## config.mk

```make
export PLATFORM = sky130hd
export DESIGN_NAME = instr_fetch_queue
export DESIGN_NICKNAME = d
export VERILOG_FILES = /design/src/rtl/instr_fetch_queue.sv
export SDC_FILE = /design/constraint.sdc
export NUM_CORES = 2
export LEC_CHECK = 0
export BUFFER_PORTS_ARGS = -buffer_cell sky130_fd_sc_hd__buf_2
export CORE_ASPECT_RATIO = 1.5
export CORE_UTILIZATION = 50
export CTS_CLUSTER_DIAMETER = 50
export DETAILED_ROUTE_END_ITERATION = 8
export PLACE_DENSITY = 0.65
export SLEW_MARGIN = 20
export SYNTH_ARGS = -nofsm -noshare
export SYNTH_HDL_FRONTEND = slang
export SYNTH_SLANG_ARGS = --single-unit
```

## constraint.sdc

```tcl
create_clock -name clk -period 4.7 [get_ports clk]
set_input_delay 0.94 -clock clk [delete_from_list [all_inputs] [get_ports clk]]
set_output_delay 0.94 -clock clk [all_outputs]
set_load 0.01 [all_outputs]
```

## src/rtl/instr_fetch_queue.sv

```systemverilog
`timescale 1ns/1ps
`default_nettype none
// ============================================================================
//  Module      : instr_fetch_queue
//  Description : Instruction store with a run-time program-load port and an
//                autonomous sequential prefetcher feeding a FIFO_DEPTH-entry
//                queue.  Presents {instr, pc, oob} to decode over valid/ready
//                and supports branch redirect with full flush.
//
//  Ports       : clk, rst_n               clock, async active-low reset
//                redirect_valid/_pc       flush and restart fetch
//                out_valid/_ready         decode handshake
//                out_instr/_pc/_oob       head entry fields
//                prog_we/_addr/_data      program-load write port
//                fetch_pc                 current fetch PC (debug)
//  Revision    : 1.0  initial release
// ============================================================================
module instr_fetch_queue #(
    parameter int INSTR_WIDTH = 16,
    parameter int ADDR_WIDTH  = 16,
    parameter int DEPTH       = 256,
    parameter int FIFO_DEPTH  = 4,
    parameter int RESET_PC    = 0
) (
    input  logic                   clk,
    input  logic                   rst_n,
    input  logic                   redirect_valid,
    input  logic [ADDR_WIDTH-1:0]  redirect_pc,
    output logic                   out_valid,
    input  logic                   out_ready,
    output logic [INSTR_WIDTH-1:0] out_instr,
    output logic [ADDR_WIDTH-1:0]  out_pc,
    output logic                   out_oob,
    input  logic                   prog_we,
    input  logic [ADDR_WIDTH-1:0]  prog_addr,
    input  logic [INSTR_WIDTH-1:0] prog_data,
    output logic [ADDR_WIDTH-1:0]  fetch_pc
);

    localparam int                  c_ptr_w      = $clog2(FIFO_DEPTH);
    localparam int                  c_cnt_w      = c_ptr_w + 1;
    localparam int                  c_mem_aw     = (DEPTH > 1) ? $clog2(DEPTH) : 1;
    localparam logic [ADDR_WIDTH:0] c_depth_ext  = (ADDR_WIDTH+1)'(DEPTH);
    localparam logic [c_cnt_w-1:0]  c_fifo_depth = c_cnt_w'(FIFO_DEPTH);
    localparam logic [ADDR_WIDTH-1:0] c_reset_pc = ADDR_WIDTH'(RESET_PC);

    // ------------------------------------------------------------------
    // Instruction store (not reset)
    // ------------------------------------------------------------------
    logic [INSTR_WIDTH-1:0] mem [DEPTH];

    // ------------------------------------------------------------------
    // State
    // ------------------------------------------------------------------
    logic [ADDR_WIDTH-1:0]  fetch_pc_q, fetch_pc_d;
    logic                   inflight_q, inflight_d;
    logic [INSTR_WIDTH-1:0] rdata_q,    rdata_d;
    logic [ADDR_WIDTH-1:0]  pc_q,       pc_d;
    logic                   oob_q,      oob_d;
    logic [c_cnt_w-1:0]     count_q,    count_d;
    logic [c_ptr_w-1:0]     wr_ptr_q,   wr_ptr_d;
    logic [c_ptr_w-1:0]     rd_ptr_q,   rd_ptr_d;

    logic [INSTR_WIDTH-1:0] fifo_instr_q [FIFO_DEPTH];
    logic [INSTR_WIDTH-1:0] fifo_instr_d [FIFO_DEPTH];
    logic [ADDR_WIDTH-1:0]  fifo_pc_q    [FIFO_DEPTH];
    logic [ADDR_WIDTH-1:0]  fifo_pc_d    [FIFO_DEPTH];
    logic                   fifo_oob_q   [FIFO_DEPTH];
    logic                   fifo_oob_d   [FIFO_DEPTH];

    // ------------------------------------------------------------------
    // Control terms
    // ------------------------------------------------------------------
    logic                 w_fetch_oob;
    logic                 w_prog_hit;
    logic [c_cnt_w-1:0]   w_credit;
    logic                 w_issue;
    logic                 w_push;
    logic                 w_pop;
    logic [c_mem_aw-1:0]  w_rd_idx;
    logic [c_mem_aw-1:0]  w_wr_idx;

    assign w_fetch_oob = ({1'b0, fetch_pc_q} >= c_depth_ext);
    assign w_prog_hit  = prog_we && ({1'b0, prog_addr} < c_depth_ext);
    assign w_rd_idx    = fetch_pc_q[c_mem_aw-1:0];
    assign w_wr_idx    = prog_addr[c_mem_aw-1:0];

    // Credit counts the in-flight read as occupied; a same-edge pop is
    // deliberately not credited so the push slot is always guaranteed.
    assign w_credit    = count_q + {{(c_cnt_w-1){1'b0}}, inflight_q};
    assign w_issue     = !redirect_valid && (w_credit < c_fifo_depth);
    assign w_push      = inflight_q && !redirect_valid;
    assign w_pop       = out_valid && out_ready && !redirect_valid;

    assign out_valid   = (count_q != '0);
    assign out_instr   = fifo_instr_q[rd_ptr_q];
    assign out_pc      = fifo_pc_q[rd_ptr_q];
    assign out_oob     = fifo_oob_q[rd_ptr_q];
    assign fetch_pc    = fetch_pc_q;

    // Write port only; the read is captured into rdata_q, and because the
    // capture uses the pre-edge array contents the port behaves read-first.
    always_ff @(posedge clk) begin
        if (w_prog_hit) begin
            mem[w_wr_idx] <= prog_data;
        end
    end

    // ------------------------------------------------------------------
    // Next-state logic
    // ------------------------------------------------------------------
    always_comb begin
        fetch_pc_d   = fetch_pc_q;
        inflight_d   = inflight_q;
        rdata_d      = rdata_q;
        pc_d         = pc_q;
        oob_d        = oob_q;
        count_d      = count_q;
        wr_ptr_d     = wr_ptr_q;
        rd_ptr_d     = rd_ptr_q;
        fifo_instr_d = fifo_instr_q;
        fifo_pc_d    = fifo_pc_q;
        fifo_oob_d   = fifo_oob_q;

        if (redirect_valid) begin
            // Redirect drops the queue, the in-flight read and any handshake.
            fetch_pc_d = redirect_pc;
            inflight_d = 1'b0;
            count_d    = '0;
            wr_ptr_d   = '0;
            rd_ptr_d   = '0;
        end else begin
            inflight_d = w_issue;
            if (w_issue) begin
                rdata_d    = w_fetch_oob ? '0 : mem[w_rd_idx];
                pc_d       = fetch_pc_q;
                oob_d      = w_fetch_oob;
                fetch_pc_d = fetch_pc_q + ADDR_WIDTH'(1);
            end

            if (w_push) begin
                fifo_instr_d[wr_ptr_q] = rdata_q;
                fifo_pc_d[wr_ptr_q]    = pc_q;
                fifo_oob_d[wr_ptr_q]   = oob_q;
                wr_ptr_d               = wr_ptr_q + c_ptr_w'(1);
            end

            if (w_pop) begin
                rd_ptr_d = rd_ptr_q + c_ptr_w'(1);
            end

            if (w_push && !w_pop) begin
                count_d = count_q + c_cnt_w'(1);
            end else if (!w_push && w_pop) begin
                count_d = count_q - c_cnt_w'(1);
            end
        end
    end

    // ------------------------------------------------------------------
    // Registers
    // ------------------------------------------------------------------
    always_ff @(posedge clk or negedge rst_n) begin
        if (!rst_n) begin
            fetch_pc_q   <= c_reset_pc;
            inflight_q   <= 1'b0;
            rdata_q      <= '0;
            pc_q         <= '0;
            oob_q        <= 1'b0;
            count_q      <= '0;
            wr_ptr_q     <= '0;
            rd_ptr_q     <= '0;
            fifo_instr_q <= '{default: '0};
            fifo_pc_q    <= '{default: '0};
            fifo_oob_q   <= '{default: 1'b0};
        end else begin
            fetch_pc_q   <= fetch_pc_d;
            inflight_q   <= inflight_d;
            rdata_q      <= rdata_d;
            pc_q         <= pc_d;
            oob_q        <= oob_d;
            count_q      <= count_d;
            wr_ptr_q     <= wr_ptr_d;
            rd_ptr_q     <= rd_ptr_d;
            fifo_instr_q <= fifo_instr_d;
            fifo_pc_q    <= fifo_pc_d;
            fifo_oob_q   <= fifo_oob_d;
        end
    end

endmodule
`default_nettype wire
```

* After elaboration in Yosys (flattened, before gate mapping)
Memory sizes are Yosys's and may differ from the RTL's. Cells that the tools add are included. Widths: inputs -> output; s select.
Word-level totals: logic and storage cells 83, bits in writable memories 4096, memories kept 1, input bits 53, register bits after elaboration 189
Memories:
- mem | words 256, width 16, read ports 1, clocked after Yosys merged registers in 0, wr ports 1, RTL line 50 | logic [INSTR_WIDTH-1:0] mem [DEPTH];
Cells by class: bitwise gates (word level) 3, muxes and demuxes 29, add/subtract/negate cells 6, reductions and logical operators 18, order comparisons 6
Operators with widths (number):
- $bwmux 64 | 2
- $mux 16 | 8
- $bmux 16 s2 | 2
- $demux 16 s2 | 1
- $add 16x1->16 const B | 1
- $ge 16x9->1 const B | 1
- $lt 16x9->1 const B | 1
- $mux 3 | 3
- $logic_and 1x1->1 | 8
- $mux 2 | 4
- $ge 3x3->1 const B | 2
- $mux 1 | 6
- $not 2->3 | 2
- $reduce_bool 2->1 | 3
- $reduce_bool 3->1 | 2
- $add 2x1->2 const B | 2
- $bwmux 4 | 1
- $reduce_and 2->1 | 2
- $add 3x1->3 | 1
- $add 3x1->3 const B | 1
- $logic_not 1->1 | 3
- $lt 3x1->1 const B | 1
- $lt 3x3->1 const B | 1
- $sub 3x1->3 const B | 1
- 3 further kinds | 3

* Depth between registers and ports, before layout
depth in word-level cells 7, depth in mapped cells 14

* Worst setup path after synthesis
No wires, ideal clock.
path kind input port to flip-flop, start in prog_addr[13], end mem mem[185][0], enable pin, arrival 2.915 ns, setup time 0.388 ns, path slack 1.397 ns, data required time 4.312 ns, stages 6, path through nor4_1 nand4b_1 nor3b_1 nand3_1 clkbuf_1 nor2_1
On the way: longest elaborated chain between the ends 4
Ends and longest elaborated chain:
- start, declared | RTL line 35 | input logic [ADDR_WIDTH-1:0] prog_addr,
- $lt 16x9->1 | RTL line 84 | assign w_prog_hit = prog_we && ({1'b0, prog_addr} < c_depth_ext);
- $logic_and 1x1->1 | RTL line 84
- $mux 1 | RTL line 104 | if (w_prog_hit) begin
- $mux 1 (implied by the code) | RTL line 105 | mem[w_wr_idx] <= prog_data;
- end, declared | RTL line 50
No other way between the ends.

* Final worst setup path
start reg fetch_pc_q[2], in the netlist fetch_pc[2], end reg rdata_q[7]
On the way: longest elaborated chain between the ends 2
Ends and longest elaborated chain:
- start, declared | RTL line 55 | logic [ADDR_WIDTH-1:0] fetch_pc_q, fetch_pc_d;
- start signal, assigned | RTL line 165 | fetch_pc_q <= c_reset_pc;
- start signal, assigned | RTL line 177 | fetch_pc_q <= fetch_pc_d;
- $mem_v2 256x16 or $ge 16x9->1 (tied branches)
- $mux 16 * | RTL line 135 | rdata_d = w_fetch_oob ? '0 : mem[w_rd_idx];
- end signal, assigned | RTL line 179 | rdata_q <= rdata_d;
- end, declared | RTL line 57 | logic [INSTR_WIDTH-1:0] rdata_q, rdata_d;
Mark *: on every way between the ends. The rest lies on a longest branch, timed or not. A chain may end at the register's enable or synchronous reset.

==> flow_metrics.tcl <==
set metrics [dict create \
    outcome "finished, final reports clean" \
    synthArstFlopShare 0.0441 \
    num_rows 259 \
    place.gp.congestion 0.902 \
    reg2reg_slack_ps 110 \
    crit_required_ps 5520 \
    num-fill-cells 24303 \
    cellPowerDensity_mw_per_mm2 503 \
    whs_ps 146 \
    path_clk_slew_ps 70 \
    synth.distinct_cells 72 \
    dp_hpwl_um 298000 \
    first_global_vias 86507 \
    multi_input_area_mm2 0.0364 \
    stdcell_count 13309 \
    mostFrequentLayoutCell "edfxtp_1" \
    syn_area_per_cell_um2 21.0 \
    rsz0062_at_grt "no" \
    cp-end-kind "register" \
    timing_worst_setup_path_type "register to register" \
    hold_viol_final 0 \
    critPathLaunchType "register" \
    dp_slack_ps 171 \
    fmax_mhz 218 \
    cts_tree "done" \
    finalCritPeriodShare 0.976 \
    htree_levels 5 \
    ys_seq_area_frac 0.768 \
    port_buffers 102 \
    worstHoldPathType "input port to async pin" \
    synthFlopType "edfxtp_1" \
    cp_max_fo 30 \
    slew_headroom 0.212 \
    grt_max_degree 125 \
    fin_worst_skew_ps 53.7 \
    drc_errors 0 \
    die_area_mm2 0.335 \
    syn_nets 7982 \
    critPathLaunch "fetch_pc[2]$_DFFE_PN0P_" \
    cts_buffer_depth 4 \
    synth_area_mm2 0.166 \
    yosys_warnings 0 \
    r2r_start "fetch_pc[2]$_DFFE_PN0P_" \
    clock_latency_ps 940 \
    setup_viol 0 \
    cts.sinks 4285 \
    synth_edf_count 4096 \
    grt_pass1_wl_um 667000 \
    track_usage 0.284 \
    maxSlewViolCount 0 \
    cts_resized 0 \
    dieWidth_um 473 \
    antenna_left 0 \
    dp_cells 12630 \
    wl_per_cell_um 35.8 \
    gr-total-overflow 0 \
    cts_buffers 372 \
    finalWorstSetupSlack_ps 111 \
    ys_ff_latch 4285 \
    routed_via_density 6.48 \
    postCtsHoldBufs 0 \
    reg2reg_depth 8 \
    wirelength_um 476000 \
    peakVddDrop_uv 359 \
    critPathArrivalTime_ps 5410 \
    cts_setup_buffers 0 \
    nNetsFinal 8627 \
    min_period_ps 4590 \
    pin_count 103 \
    setup_tns_ps 0 \
    via_count 86276 \
    first_pass_iters 6 \
    antenna_found_initial 30 \
    syn_inst 7922 \
    drt-initial-drc-count 11605 \
    layout_common_cells "4096 x edfxtp_1, 884 x mux4_2, 559 x mux2i_1, 550 x buf_4, 385 x clkbuf_16" \
    initial_core_util 0.502 \
    die_h_um 709 \
    syn2layout_area_growth_pct 13.0 \
    drv_cap 0 \
    drive_above_1_share 0.269 \
    power.total_w 0.0946 \
    reg2reg_to "rdata_q[7]$_DFFE_PN0P_" \
    regArea_mm2 0.128 \
    max_slew.worst_pin.slew_ps 1180 \
    power.leakage_nw 60.9 \
    core_mm2 0.332 \
    root_buffer "clkbuf_16" \
]
-- how the worst max path moves through the flow --
stage / end / cells after the start
after floorplan: mem[185][0]$_DFFE_PP_ / 6
after global placement: rdata_q[9]$_DFFE_PN0P_ / 8
after detailed placement: mem[13][14]$_DFFE_PP_ / 7
after CTS: rdata_q[7]$_DFFE_PN0P_ / 8
after global routing: rdata_q[7]$_DFFE_PN0P_ / 8
final: rdata_q[7]$_DFFE_PN0P_ / 8
-- power by group --
part | internal, W | total, W | leakage (nW) | switching (W)
logic | 0.00886 | 0.0217 | 15.9 | 0.0129
clock network | 0.0167 | 0.0302 | 5.67 | 0.0135
registers | 0.0422 | 0.0426 | 39.3 | 0.000462
-- cells in the mapped netlist, drive strengths merged (18+ instances only) --
cell,number,area (um^2)
mux2i,559,5600
a211oi,18,135
nand3,64,320
a21oi,135,676
nor3,45,225
buf,260,1730
mux2,152,1710
clkbuf,207,777
o22ai,139,870
a31oi,29,181
nor2,353,1330
edfxtp,4096,123000
dfrtp,189,4730
and2,22,138
nand2,213,800
o221ai,208,1820
o21ai,91,455
mux4,884,19900
-- flip-flops by register name, summed over array words and instances, names as in the netlist --
register,flops
fetch_pc,16
oob_q,1
count_q,3
mem,4096
wr_ptr_q,2
rdata_q,16
pc_q,16
rd_ptr_q,2
inflight_q,1
fifo_instr_q,64
fifo_pc_q,64
fifo_oob_q,4
-- metal layers --
layer  routed length [um]  track usage  part of all wire  vias to the layer above
met1               166000        0.352              0.35                    46102
li1                     -            -                 -                    34360
met4                29300        0.149             0.061                       12
met3                42000       0.0497             0.088                     1053
met5                   92            0           0.00019                        -
met2               239000        0.478              0.50                     4749
-- critical path: stages, from the launching register on --
cell	delay, ps
dfrtp_4	790
or2_4	880
buf_4	370
o221ai_1	250
a31oi_1	330
a211oi_1	230
o31ai_1	920
o211ai_1	320
a311o_1	350
-- kinds of logic after synthesis --
kind of cell | after synthesis | share of synthesized area
XOR/XNOR | 23 | 0.00121
buffers and inverters | 485 | 0.0155
AND/OR/NAND/NOR | 767 | 0.0196
AO/OA/AOI/OAI | 760 | 0.0320
flip-flops | 4285 | 0.768
adder cells (fa/ha/maj) | 7 | 0.000571
multiplexers | 1595 | 0.164
-- through the flow --
| step | instance area (um^2) | util |
|---|---|---|
| 6_report | 188000 | 0.567 |
| 4_1_cts | 188000 | 0.567 |
| 2_1_floorplan | 166000 | - |
| 3_3_place_gp | 176000 | 0.532 |
| 5_1_grt | 188000 | 0.567 |
| 3_5_place_dp | 176000 | 0.532 |
-- area by class of cell --
cell class / count / share of cell area
multi-input cells: 3152 / 0.194
clock inverters: 171 / 0.00853
flip-flops and latches: 4285 / 0.680
inverters: 18 / 0.000453
diodes: 20 / 0.000266
well taps: 4437 / 0.0295
clock buffers: 488 / 0.0535
repair buffers: 738 / 0.0345
No activity file was read; power rests on OpenSTA's default activity.
